### src/rtl/apb_capture_reader.sv
// APB read initiator: drains a slave capture buffer with a burst of single-beat
// reads and streams each returned word out on a valid/ready port.
module apb_capture_reader #(
  parameter int ADDR_WIDTH = 16,
  parameter int DATA_WIDTH = 32,
  parameter int ADDR_STEP  = 4,
  parameter int TIMEOUT    = 255
) (
  input  logic                  clk,
  input  logic                  rst_h,
  input  logic                  cmd_start,
  input  logic [ADDR_WIDTH-1:0] cmd_addr,
  input  logic [8:0]            cmd_count,
  input  logic                  cmd_incr,
  output logic                  busy,
  output logic                  done,
  output logic                  err,
  output logic [1:0]            err_code,
  output logic                  apb_psel,
  output logic                  apb_penable,
  output logic [ADDR_WIDTH-1:0] apb_paddr,
  output logic                  apb_pwrite,
  output logic [DATA_WIDTH-1:0] apb_pwdata,
  output logic [3:0]            apb_pstrb,
  output logic [2:0]            apb_pprot,
  input  logic [DATA_WIDTH-1:0] apb_prdata,
  input  logic                  apb_pready,
  input  logic                  apb_pslverr,
  output logic [DATA_WIDTH-1:0] rd_data,
  output logic                  rd_valid,
  input  logic                  rd_ready,
  output logic                  rd_last,
  output logic [2:0]            state_dbg
);

  typedef enum logic [2:0] {
    S_IDLE   = 3'd0,
    S_SETUP  = 3'd1,
    S_ACCESS = 3'd2,
    S_OUT    = 3'd3,
    S_DONE   = 3'd4
  } state_t;

  localparam logic [7:0]            TMO_LAST = 8'(TIMEOUT - 1);
  localparam logic [ADDR_WIDTH-1:0] STEP     = ADDR_WIDTH'(ADDR_STEP);

  state_t                state, next_state;
  logic [ADDR_WIDTH-1:0] addr_q;
  logic [8:0]            remaining;
  logic                  incr_q;
  logic [7:0]            tmo_cnt;

  // Stream handshake: a word transfers on any rising edge where rd_valid and
  // rd_ready are both high; rd_data/rd_last hold steady until that edge.

  always_ff @(posedge clk) begin
    if (rst_h) state <= S_IDLE;
    else       state <= next_state;
  end

  always_comb begin
    next_state = state;
    case (state)
      S_IDLE:   if (cmd_start) next_state = (cmd_count == 9'd0) ? S_DONE : S_SETUP;
      S_SETUP:  next_state = S_ACCESS;
      S_ACCESS: begin
        if (apb_pready)               next_state = apb_pslverr ? S_DONE : S_OUT;
        else if (tmo_cnt == TMO_LAST) next_state = S_DONE;
      end
      S_OUT:    if (rd_ready) next_state = (remaining == 9'd1) ? S_DONE : S_SETUP;
      S_DONE:   next_state = S_IDLE;
      default:  next_state = S_IDLE;
    endcase
  end

  always_ff @(posedge clk) begin
    if (rst_h) begin
      addr_q    <= '0;
      remaining <= '0;
      incr_q    <= 1'b0;
      tmo_cnt   <= '0;
      rd_data   <= '0;
      err       <= 1'b0;
      err_code  <= 2'b00;
    end else begin
      case (state)
        S_IDLE: begin
          if (cmd_start) begin
            addr_q    <= cmd_addr;
            remaining <= cmd_count;
            incr_q    <= cmd_incr;
            err       <= 1'b0;
            err_code  <= 2'b00;
          end
        end
        S_SETUP: tmo_cnt <= '0;
        S_ACCESS: begin
          tmo_cnt <= tmo_cnt + 8'd1;
          if (apb_pready) begin
            if (apb_pslverr) begin
              err      <= 1'b1;
              err_code <= 2'b01;
            end else begin
              rd_data <= apb_prdata;
            end
          end else if (tmo_cnt == TMO_LAST) begin
            err      <= 1'b1;
            err_code <= 2'b10;
          end
        end
        S_OUT: begin
          if (rd_ready) begin
            remaining <= remaining - 9'd1;
            // Address wraps naturally at 2^ADDR_WIDTH.
            if (incr_q) addr_q <= addr_q + STEP;
          end
        end
        default: ;
      endcase
    end
  end

  always_comb begin
    busy        = (state != S_IDLE);
    done        = (state == S_DONE);
    apb_psel    = (state == S_SETUP) || (state == S_ACCESS);
    apb_penable = (state == S_ACCESS);
    apb_paddr   = apb_psel ? addr_q : '0;
    apb_pwrite  = 1'b0;
    apb_pwdata  = '0;
    apb_pstrb   = 4'h0;
    apb_pprot   = 3'h0;
    rd_valid    = (state == S_OUT);
    rd_last     = (state == S_OUT) && (remaining == 9'd1);
    state_dbg   = state;
  end

endmodule
### config.mk
export PLATFORM = sky130hd
export DESIGN_NAME = apb_capture_reader
export DESIGN_NICKNAME = d
export VERILOG_FILES = /design/src/rtl/apb_capture_reader.sv
export SDC_FILE = /design/constraint.sdc
export NUM_CORES = 1
export LEC_CHECK = 0
export BUFFER_PORTS_ARGS = -buffer_cell sky130_fd_sc_hd__buf_2
export CORE_UTILIZATION = 48
export DETAILED_ROUTE_END_ITERATION = 16
export GPL_TIMING_DRIVEN = 0
export PLACE_DENSITY = 0.81
export SKIP_CTS_REPAIR_TIMING = 1
export SLEW_MARGIN = 20
export SYNTH_ARGS = -nofsm -noshare
export SYNTH_HDL_FRONTEND = slang
export SYNTH_SLANG_ARGS = --single-unit
### constraint.sdc
create_clock -name clk -period 2.2 [get_ports clk]
set_clock_uncertainty 0.05 [all_clocks]
set_input_delay 0.11 -clock clk [delete_from_list [all_inputs] [get_ports clk]]
set_output_delay 0.11 -clock clk [all_outputs]
set_load 0.02 [all_outputs]
==> Word-level counts from Yosys, hierarchy flattened <==
Index checks and enable logic that the tools add are counted.
{ "word_totals": {"in_bits": 64, "elab_cells": 64, "ff_bits": 72, "output_inout_bits": 100} }
{ "op_classes": {"n_bitwise": 1, "muxes": 27, "addsub": 3, "n_reduce_logical": 14, "eq_ne": 11} }
{ "ops": {"columns": ["cell", "n"], "rows": [
  ["$mux 16", 4],
  ["$pmux 16 s2", 1],
  ["$mux 3", 7],
  ["$mux 9", 2],
  ["$pmux 9 s2", 1],
  ["$add 16x3->16 const B", 1],
  ["$pmux 8 s2", 1],
  ["$pmux 3 s4", 1],
  ["$eq 9x1->1 const B", 1],
  ["$logic_not 9->1", 1],
  ["$reduce_and 3->1", 3],
  ["$sub 9x1->9 const B", 1],
  ["$add 8x1->8 const B", 1],
  ["$eq 8x8->1 const B", 1],
  ["$mux 2", 4],
  ["$reduce_and 4->1", 2],
  ["$eq 3x2->1 const B", 2],
  ["$reduce_bool 2->1", 3],
  ["$mux 1", 4],
  ["$ne 2x1->1 const B", 2],
  ["$pmux 2 s2", 1],
  ["$eq 3x1->1 const B", 1],
  ["$eq 3x3->1 const B", 1],
  ["$logic_not 3->1", 1],
  ["9 further kinds", 9]
]} }

==> Longest topological paths before layout <==
Gate-level depths: netlist of the first run.
{ "logic_depth": {"word_depth": 4, "depth_mapped": 7, "ltp_nobuf": 6} }

==> Worst setup path before layout of the first run <==
OpenSTA, ideal clock, no wires.
{ "synth_path": {"path_kind": "flip-flop to output port", "start": "reg state[1], in the netlist state_dbg[1]", "end": "out apb_paddr[10]", "stages_incl_launch_ff": 7, "required_time_ns": 2.040, "slack_ns": 0.348, "t_arrival_ns": 1.692, "path_cell_list": "dfxtp_1 -> nand2b_1 -> a21o_1 -> clkbuf_1 -> inv_1 -> clkbuf_1 -> and2_1"} }
{ "synth_via": {"elab_chain_cells": 3} }
{ "synth_lines": {"columns": ["element", "line", "text"], "rows": [
  ["from (decl)", "47", "state_t state, next_state;"],
  ["from (signal assigned)", "58", "else state <= next_state;"],
  ["$eq 3x1->1 / $eq 3x2->1 (equally long branches)", "126", "apb_psel = (state == S_SETUP) || (state == S_ACCESS);"],
  ["$logic_or 1x1->1 *", "126", null],
  ["named net apb_psel", "19", "output logic apb_psel,"],
  ["$mux 16 *", "128", "apb_paddr = apb_psel ? addr_q : '0;"],
  ["to (decl)", "21", "output logic [ADDR_WIDTH-1:0] apb_paddr,"]
]} }
Mark *: on every way through the listed nets, which the timed path passes. The rest lies on a longest branch.

==> Worst setup path in the final report of the first run <==
{ "layout_path": {"start": "reg state[1], in the netlist state_dbg[1]", "end": "out apb_paddr[2]"} }
{ "layout_via": {"elab_chain_cells": 3} }
{ "layout_lines": {"columns": ["element", "line"], "rows": [
  ["$eq 3x1->1 / $eq 3x2->1 (equally long branches)", "126"],
  ["$logic_or 1x1->1 *", "126"],
  ["$mux 16 *", "128"]
]} }
Every way passes the cells marked *; elsewhere a longest branch is shown, timed or not.

==> results of run 1 <==
## state kept, by name, indices dropped and copies added (netlist names)
register	count
rd_data	32
state_dbg	3
incr_q	1
remaining	9
addr_q	16
err	1
tmo_cnt	8
err_code	2
## logic make-up after synthesis
family	synth area share (%)
flops	36.6
buf+inv	13.4
simple gates	26.4
compound gates	20.8
other cells	0.0951
mux	0.857
fa+ha+maj	1.59
xor+xnor	0.222
## layout by cell type, fill, tap and decap left out, drive strengths merged, types with 3 or more instances in the layout
cell | netlist | routed
buf | 57 | 177
nand2 | 100 | 100
dfxtp | 72 | 72
a21oi | 60 | 60
conb | 1 | 40
dlygate4sd3 | 0 | 40
nor2 | 27 | 27
clkbuf | 15 | 25
and2 | 19 | 19
o21ai | 18 | 18
nand3 | 16 | 16
inv | 13 | 15
nand4 | 12 | 12
nor3 | 10 | 10
o32ai | 9 | 9
a31oi | 8 | 8
nand2b | 6 | 6
o31a | 5 | 5
a211oi | 5 | 5
ha | 5 | 5
nand3b | 4 | 4
nor3b | 4 | 4
and4 | 4 | 4
a311oi | 4 | 4
a21o | 4 | 4
clkinv | 1 | 3
o211ai | 3 | 3
mux2 | 3 | 3
or3b | 3 | 3
## where the power goes
group | internal [mW] | total, mW | leakage [nW] | switching (mW)
combinational | 0.599 | 1.58 | 1.75 | 0.981
sequential | 1.46 | 1.63 | 0.586 | 0.167
clock | 0.535 | 1.10 | 0.0964 | 0.560
## metal layers
layer	routed length [um]	GRT usage [%]
met1	4670	32.3
met2	6050	44.8
met3	958	6.08
met4	394	12.8
met5	0	0
## metrics by stage
step	std cells	TNS (ns)	utilization [%]
detailed placement	775	0	61.5
global route	830	0	69.3
floorplan	551	0	-
CTS	791	-2.14	64.1
global placement	775	0	61.5
finish	830	0	69.3
## final timing paths
| check | to | start |
|---|---|---|
| worst min-delay path | state_dbg[0]$_SDFFE_PP0P_ | rd_ready |
| worst max register to register | addr_q[8]$_SDFFE_PP0P_ | state_dbg[0]$_SDFFE_PP0P_ |
| worst min register to register | rd_data[20]$_SDFFE_PP0P_ | rd_data[20]$_SDFFE_PP0P_ |
| worst max-delay path | apb_paddr[2] | state_dbg[1]$_SDFFE_PP0P_ |
## layout make-up
type	count	area, um2
buffer	71	473
clock buffer	9	124
clock inverter	7	80.1
fill	650	2410
inverter	14	57.6
multi-input combinational	393	2120
sequential	72	1440
tap	102	128
timing repair buffer	162	1010
==> flow_metrics.py, run 1 <==
metrics = {
    "critical_path": {
        "worstPathArrival_ns": 1.93,
        "start_kind": "register",
        "cp_slowest_cell": "dfxtp_2",
        "cp_max_fo": 10,
        "cp_cell_sequence": "nand2b_1, a21o_2, inv_1, clkbuf_2, and2_1, buf_2",
        "endpoint_kind": "primary output",
        "cp.depth": 6,
        "path_buf_inv": 3,
        "r2r_slack_ns": 0.17,
        "rr_worst_depth": 6,
        "max_stage_delay_ns": 0.37,
        "critical_path_class": "reg2out",
        "critical-path-top-delay-family": "buffers and inverters",
        "required_ns": 2.04,
    },
    "synthesis": {
        "ys.flop_type": "dfxtp_1",
        "yosys.area.top_type": "dfxtp_1",
        "synth_top_area_share_pct": 36.6,
        "avgSynthCellArea_um2": 7.70,
        "synth.distinct_cells": 56,
        "synthArstFlopShare_pct": 0,
        "yosysWarnings": 0,
        "synth_seq_cells": 72,
        "synth_commonest_cells": "nand2_1 (100), dfxtp_1 (72), a21oi_1 (58)",
        "synth_most_common_cell": "nand2_1",
        "synth_area_leaders": "dfxtp_1 (37%), nand2_1 (9.5%), buf_4 (8.0%)",
        "netlist_area_um2": 3940,
        "yosysSeqAreaShare_pct": 36.6,
        "synth_edf_count": 0,
        "syn_inst": 512,
    },
    "grt": {
        "grt_usage_pct": 26.7,
        "grt_pass1_vias": 3957,
        "grt_max_degree": 15,
        "antenna_found_initial": 0,
        "grt_pass1_wl_mm": 18.2,
        "grt-ovfl-total": 0,
    },
    "flow_run": {
        "cap_violations": 0,
    },
    "timing": {
        "setup_slack_ns": 0.111,
        "finalHoldViolations": 3,
        "setup_viol": 0,
        "slew-limit-headroom_pct": 59.0,
        "tightest_slew_ns": 0.610,
        "max_freq_mhz": 479,
        "drv_slew": 0,
        "finalCriticalPeriod_ns": 2.09,
        "fin_crit_sh_pct": 94.9,
        "rsz0062_at_grt": "false",
        "holdWs_ns": -0.0122,
    },
    "place": {
        "placed_cell_area_um2": 4830,
        "place.gp.congestion": 0.945,
        "dpl_worst_slack_ns": 0.148,
        "io_buffers": 122,
        "hpwl_mm": 8.37,
    },
    "clocking": {
        "clk_path_buf_depth": 2,
        "cts_tree": "done",
        "clk_latency_ns": 0.36,
        "htree_levels": 3,
        "numCtsBuffers": 9,
        "clkSlewWorstSetupHoldPaths_ns": 0.08,
        "clockRootBuffer": "clkbuf_8",
        "cts_sinks": 72,
    },
    "outcome": {
        "violations": "negative hold slack",
        "status": "finished with violations",
    },
    "min_path": {
        "hold_depth": 2,
        "hp-class": "in2reg",
    },
    "drt": {
        "wl_per_cell_um": 14.5,
        "drt_wl_total_mm": 12.1,
        "via_count": 4418,
        "drt-pass1-iter-count": 5,
        "dr.first_iter.drc_count": 242,
        "antenna_left": 0,
        "drc": 0,
        "vias_per_cell": 5.32,
    },
    "floorplan": {
        "fp.dieArea_um2": 8580,
        "ioPinCount": 164,
        "fp.dieH_um": 92.6,
        "rows": 32,
        "coreArea_um2": 7850,
        "initial_core_util_pct": 50.2,
        "die_w_um": 92.6,
    },
    "layout": {
        "drive_above_1_share_pct": 28.8,
        "syn_to_final_growth_pct": 38.1,
        "num_antenna_cells": 0,
        "final_cell_area_um2": 5440,
        "nets": 792,
    },
    "power_and_ir_drop": {
        "p_per_area_nw_per_um2": 791,
        "vdd_drop_max_v": 0.000413,
        "p_leak_nw": 2.44,
        "power_mw": 4.30,
    },
}
(Power assumes the default switching activity.)
==> run 2: changes to the inputs <==
- CORE_ASPECT_RATIO: not set -> 1.5
- GPL_TIMING_DRIVEN: 0 -> not set
- PLACE_DENSITY: 0.81 -> not set
- PLACE_DENSITY_LB_ADDON: not set -> 0.25
==> run 2 against run 1 <==
Net effect:
- the run still ends with negative hold slack left
- wire length down 16%
- die area about the same
- highest routed layer unchanged
- cell count down 8.0%
- setup slack better by 0.037 ns
- flip-flop and latch count unchanged
- fmax up 1.8%
- critical path depth unchanged
- first-iteration DRC count down 21%
==> flow_metrics.py, run 2 (synthesis results as in run 1) <==
metrics = {
    "clocking": {
        "htree_levels": 3,
        "cts_sinks": 72,
        "clk_latency_ns": 0.33,
        "cts_tree": "done",
        "clockRootBuffer": "clkbuf_16",
        "numCtsBuffers": 9,
        "clk_path_buf_depth": 2,
        "clkSlewWorstSetupHoldPaths_ns": 0.06,
    },
    "timing": {
        "fin_crit_sh_pct": 93.3,
        "finalHoldViolations": 9,
        "finalCriticalPeriod_ns": 2.05,
        "holdWs_ns": -0.0374,
        "drv_slew": 0,
        "setup_slack_ns": 0.148,
        "rsz0062_at_grt": "false",
        "tightest_slew_ns": 0.500,
        "slew-limit-headroom_pct": 66.3,
        "fin_setup_tns_ns": 0,
        "max_freq_mhz": 487,
        "setup_viol": 0,
    },
    "critical_path": {
        "rr_worst_depth": 5,
        "max_stage_delay_ns": 0.46,
        "worstPathArrival_ns": 1.89,
        "cp_cell_sequence": "buf_4, nand2b_1, a21o_1, clkinvlp_4, and2_1, buf_2",
        "start_kind": "register",
        "critical-path-top-delay-family": "buffers and inverters",
        "r2r-end": "addr_q[2]$_SDFFE_PP0P_",
        "required_ns": 2.04,
        "cp_slowest_cell": "dfxtp_1",
        "r2r_slack_ns": 0.28,
        "r2r_start": "state_dbg[1]$_SDFFE_PP0P_",
        "critical_path_class": "reg2out",
        "endpoint_kind": "primary output",
        "startpoint": "state_dbg[1]$_SDFFE_PP0P_",
        "cp_max_fo": 14,
        "path_buf_inv": 3,
    },
    "power_and_ir_drop": {
        "p_leak_nw": 2.20,
        "vdd_drop_max_v": 0.000584,
        "power.share.sequential_pct": 34.3,
        "p_int_mw": 3.14,
        "comb_power_share_pct": 30.0,
        "switching_share_pct": 34.2,
        "p_sw_mw": 1.63,
        "clkPwrFrac_pct": 35.7,
        "p_per_area_nw_per_um2": 936,
    },
    "floorplan": {
        "initial_core_util_pct": 49.2,
        "coreArea_um2": 8010,
        "ioPinCount": 164,
        "rows": 40,
        "die_w_um": 76.0,
        "fp.dieArea_um2": 8580,
        "fp.dieH_um": 113,
    },
    "grt": {
        "grt_pass1_vias": 3479,
        "antenna_found_initial": 0,
        "grt-ovfl-total": 0,
        "grt_max_degree": 34,
        "grt_pass1_wl_mm": 15.7,
        "grt_usage_pct": 22.6,
    },
    "layout": {
        "nets": 723,
        "reg_top3": "rd_data (32), addr_q (16), remaining (9)",
        "final_cells": 764,
        "filler_cell_count": 687,
        "registers.top_by_ff_count": "rd_data",
        "largest_register_ffs": 32,
        "drive_above_1_share_pct": 25.0,
        "syn_to_final_growth_pct": 29.5,
        "final_util_pct": 63.7,
        "final_common_cell": "buf_2",
        "final_cell_mix": "buf_2 (123), nand2_1 (100), dfxtp_1 (71), a21oi_1 (58), conb_1 (40)",
        "num_antenna_cells": 0,
    },
    "drt": {
        "vias_per_cell": 5.31,
        "drt-pass1-iter-count": 5,
        "drt_wl_total_mm": 10.2,
        "drc": 0,
        "wl_per_cell_um": 13.3,
        "via_count": 4057,
        "antenna_left": 0,
        "dr.first_iter.drc_count": 190,
    },
    "min_path": {
        "holdCritStartpoint": "apb_prdata[6]",
        "hp-class": "in2reg",
        "hold_depth": 3,
        "hold_end": "rd_data[6]$_SDFFE_PP0P_",
    },
    "place": {
        "io_buffers": 123,
        "place.gp.congestion": 0.886,
        "dp_cells": 721,
        "dpl_worst_slack_ns": 0.304,
        "hpwl_mm": 6.99,
    },
    "outcome": {
        "status": "finished with violations",
        "violations": "negative hold slack",
    },
    "flow_run": {
        "cap_violations": 0,
    },
}
-- run 2: tightest hold or removal path, delay by kind of cell --
kind                   cells  cell delay (ns)
buffers and inverters      1             0.09
AO/OA/AOI/OAI              1             0.05
AND/OR/NAND/NOR            1             0.04
-- run 2: layout make-up --
class	count	area [um2]	share of cell area (%)
Multi-Input combinational cell	393	2120	41.5
Tap cell	105	131	2.57
Clock buffer	10	239	4.68
Timing Repair Buffer	164	995	19.5
Inverter	14	61.3	1.20
Clock inverter	6	115	2.26
Sequential cell	72	1440	28.3
-- run 2: power by group through the flow --
stage                     Sequential, mW  Clock (mW)  Combinational (mW)
after global routing                1.67        1.80                1.58
after CTS                           1.63        1.73                1.38
final                               1.64        1.71                1.43
after global placement              1.65           0                1.36
after detailed placement            1.66           0                1.38
after floorplan                     1.66           0                1.01
-- run 2: worst max path at each step --
| stage | endpoint | slack [ns] | cells after the start |
|---|---|---|---|
| after floorplan | apb_paddr[10] | 0.35 | 6 |
| after global placement | addr_q[2]$_SDFFE_PP0P_ | 0.35 | 5 |
| after detailed placement | rd_data[29]$_SDFFE_PP0P_ | 0.30 | 5 |
| after CTS | rd_last | 0.07 | 6 |
| after global routing | apb_paddr[12] | 0.006 | 6 |
| final | apb_paddr[14] | 0.15 | 6 |
-- run 2: layer usage --
metal  share of wire, %  track usage (%)  up-vias
met2                 51             38.4      170
li1                   -                -     1996
met4                1.9             11.9        0
met1                 40             27.2     1875
met5                  0                0        -
met3                6.5             3.79       16
-- run 2: stage by stage --
stage | area (um2) | power, mW | hold WS, ns
2_1_floorplan | 4090 | 2.67 | 0.183
3_3_place_gp | 4470 | 3.01 | 0.302
3_5_place_dp | 4470 | 3.04 | 0.308
4_1_cts | 4820 | 4.75 | -0.0452
5_1_grt | 5100 | 5.05 | 0.0000223
6_report | 5100 | 4.78 | -0.0374
==> run 3: changes to the inputs <==
- clock period: 2.2 -> 2.3 ns (I/O delays scaled with it)
==> run 3 against run 2 <==
Net effect:
- via count decreased by 1.1%
- the run still ends with negative hold slack left
- global-route usage increased by 0.52 points
- die area unchanged
- flip-flop and latch count unchanged
- design area increased by 0.12%
- count of clock-buffer cells in the layout increased by 1
- hold slack improved by 0.014 ns
- cell count decreased by 0.26%
- setup slack improved by 0.11 ns
- critical endpoint is now rd_last
- non-clock buffer count decreased by 2
- critical path type unchanged
==> flow_metrics.py, run 3 (synthesis results as in run 1) <==
metrics = {
    "outcome": {
        "status": "finished with violations",
        "violations": "negative hold slack",
    },
    "critical_path": {
        "crit_path_frequent_cell": "inv_1",
        "worstPathArrival_ns": 1.87,
        "start_kind": "register",
        "r2r_start": "state_dbg[2]$_SDFFE_PP0P_",
        "cp_cell_sequence": "nand3b_1, inv_1, buf_4, nand3_1, inv_1, buf_2",
        "cp.depth": 6,
        "rr_worst_depth": 4,
        "critical_path_class": "reg2out",
        "endpoint_kind": "primary output",
        "cp_max_fo": 33,
        "crit_end": "rd_last",
        "critical-path-top-delay-family": "buffers and inverters",
        "max_stage_delay_ns": 0.46,
        "r2r_slack_ns": 0.38,
        "required_ns": 2.13,
        "path_buf_inv": 4,
        "startpoint": "state_dbg[2]$_SDFFE_PP0P_",
        "r2r-end": "state_dbg[0]$_SDFFE_PP0P_",
        "cp_slowest_cell": "dfxtp_1",
    },
    "power_and_ir_drop": {
        "switching_share_pct": 33.4,
        "vdd_drop_max_v": 0.000541,
        "power_mw": 4.59,
        "p_leak_nw": 2.20,
        "power.share.sequential_pct": 34.6,
        "clkPwrFrac_pct": 36.8,
        "p_int_mw": 3.06,
        "p_sw_mw": 1.54,
        "p_per_area_nw_per_um2": 899,
        "comb_power_share_pct": 28.7,
    },
    "timing": {
        "drv_slew": 0,
        "fin_setup_tns_ns": 0,
        "max_freq_mhz": 491,
        "holdWs_ns": -0.0236,
        "setup_viol": 0,
        "rsz0062_at_grt": "false",
        "slew-limit-headroom_pct": 63.9,
        "finalCriticalPeriod_ns": 2.04,
        "finalHoldViolations": 4,
        "fin_crit_sh_pct": 88.6,
        "tightest_slew_ns": 0.541,
    },
    "grt": {
        "antenna_found_initial": 0,
        "grt_pass1_vias": 3453,
        "grt_usage_pct": 23.1,
        "grt-ovfl-total": 0,
        "grt_pass1_wl_mm": 16.0,
        "grt_max_degree": 38,
    },
    "clocking": {
        "cts_tree": "done",
        "clockRootBuffer": "clkbuf_16",
        "clk_latency_ns": 0.34,
        "cts_sinks": 72,
        "clk_path_buf_depth": 2,
        "htree_levels": 3,
        "numCtsBuffers": 9,
        "clkSlewWorstSetupHoldPaths_ns": 0.05,
    },
    "layout": {
        "syn_to_final_growth_pct": 29.6,
        "nets": 721,
        "largest_register_ffs": 32,
        "final_cell_area_um2": 5110,
        "final_cell_mix": "buf_2 (123), nand2_1 (100), dfxtp_1 (70), a21oi_1 (58), conb_1 (40)",
        "registers.top_by_ff_count": "rd_data",
        "reg_top3": "rd_data (32), addr_q (16), remaining (9)",
        "num_antenna_cells": 0,
        "final_util_pct": 63.8,
        "final_cells": 762,
        "final_common_cell": "buf_2",
        "drive_above_1_share_pct": 24.0,
    },
    "floorplan": {
        "initial_core_util_pct": 49.2,
        "die_w_um": 76.0,
        "fp.dieH_um": 113,
        "coreArea_um2": 8010,
        "fp.dieArea_um2": 8580,
        "ioPinCount": 164,
        "rows": 40,
    },
    "flow_run": {
        "cap_violations": 0,
    },
    "place": {
        "placed_cell_area_um2": 4440,
        "place.gp.congestion": 0.866,
        "dp_cells": 716,
        "hpwl_mm": 6.93,
        "io_buffers": 123,
    },
    "drt": {
        "drt-pass1-iter-count": 4,
        "antenna_left": 0,
        "vias_per_cell": 5.27,
        "dr.first_iter.drc_count": 241,
        "drc": 0,
        "via_count": 4012,
        "wl_per_cell_um": 13.4,
        "drt_wl_total_mm": 10.2,
    },
    "min_path": {
        "hp-class": "in2reg",
    },
}
[run 3: power groups by stage]
stage	clock network (mW)	logic (mW)	registers [mW]
3_3_place_gp	0	1.25	1.60
5_1_grt	1.78	1.47	1.62
4_1_cts	1.72	1.28	1.58
3_5_place_dp	0	1.27	1.61
2_1_floorplan	0	0.968	1.59
6_report	1.69	1.32	1.59
[run 3: worst min-delay path, delay by kind of cell]
family	cells	cell delay (ns)
simple gates	1	0.05
compound gates	1	0.05
buf+inv	1	0.10
[run 3: worst min-delay path by stage]
stage / from / endpoint / cells after the start
after floorplan: rd_ready / state_dbg[0]$_SDFFE_PP0P_ / 1
after global placement: apb_prdata[25] / rd_data[25]$_SDFFE_PP0P_ / 3
after detailed placement: apb_prdata[10] / rd_data[10]$_SDFFE_PP0P_ / 3
after CTS: apb_prdata[31] / rd_data[31]$_SDFFE_PP0P_ / 3
after global routing: cmd_addr[3] / addr_q[3]$_SDFFE_PP0P_ / 3
final: apb_prdata[18] / rd_data[18]$_SDFFE_PP0P_ / 3
[run 3: per-layer routing]
| metal | wire length (um) | global-route usage [%] | part of all wire, % |
|---|---|---|---|
| met3 | 628 | 4.76 | 6.2 |
| met2 | 5270 | 40.2 | 52 |
| met5 | 0 | 0 | 0 |
| met4 | 211 | 11.2 | 2.1 |
| met1 | 4090 | 26.9 | 40 |
[run 3: layout make-up]
type	instances	area [um2]
clock buffer	11	233
clock inverter	5	129
fill	715	2900
inverter	14	57.6
multi-input combinational	393	2120
sequential	72	1440
tap	105	131
timing repair buffer	162	996
[run 3: stage by stage]
stage                     setup slack (ns)  hold WS, ns
final                                0.262      -0.0236
after global routing                0.0976       0.0150
after CTS                            0.168      -0.0431
after detailed placement             0.241        0.313
after global placement               0.318        0.309
after floorplan                      0.443        0.188
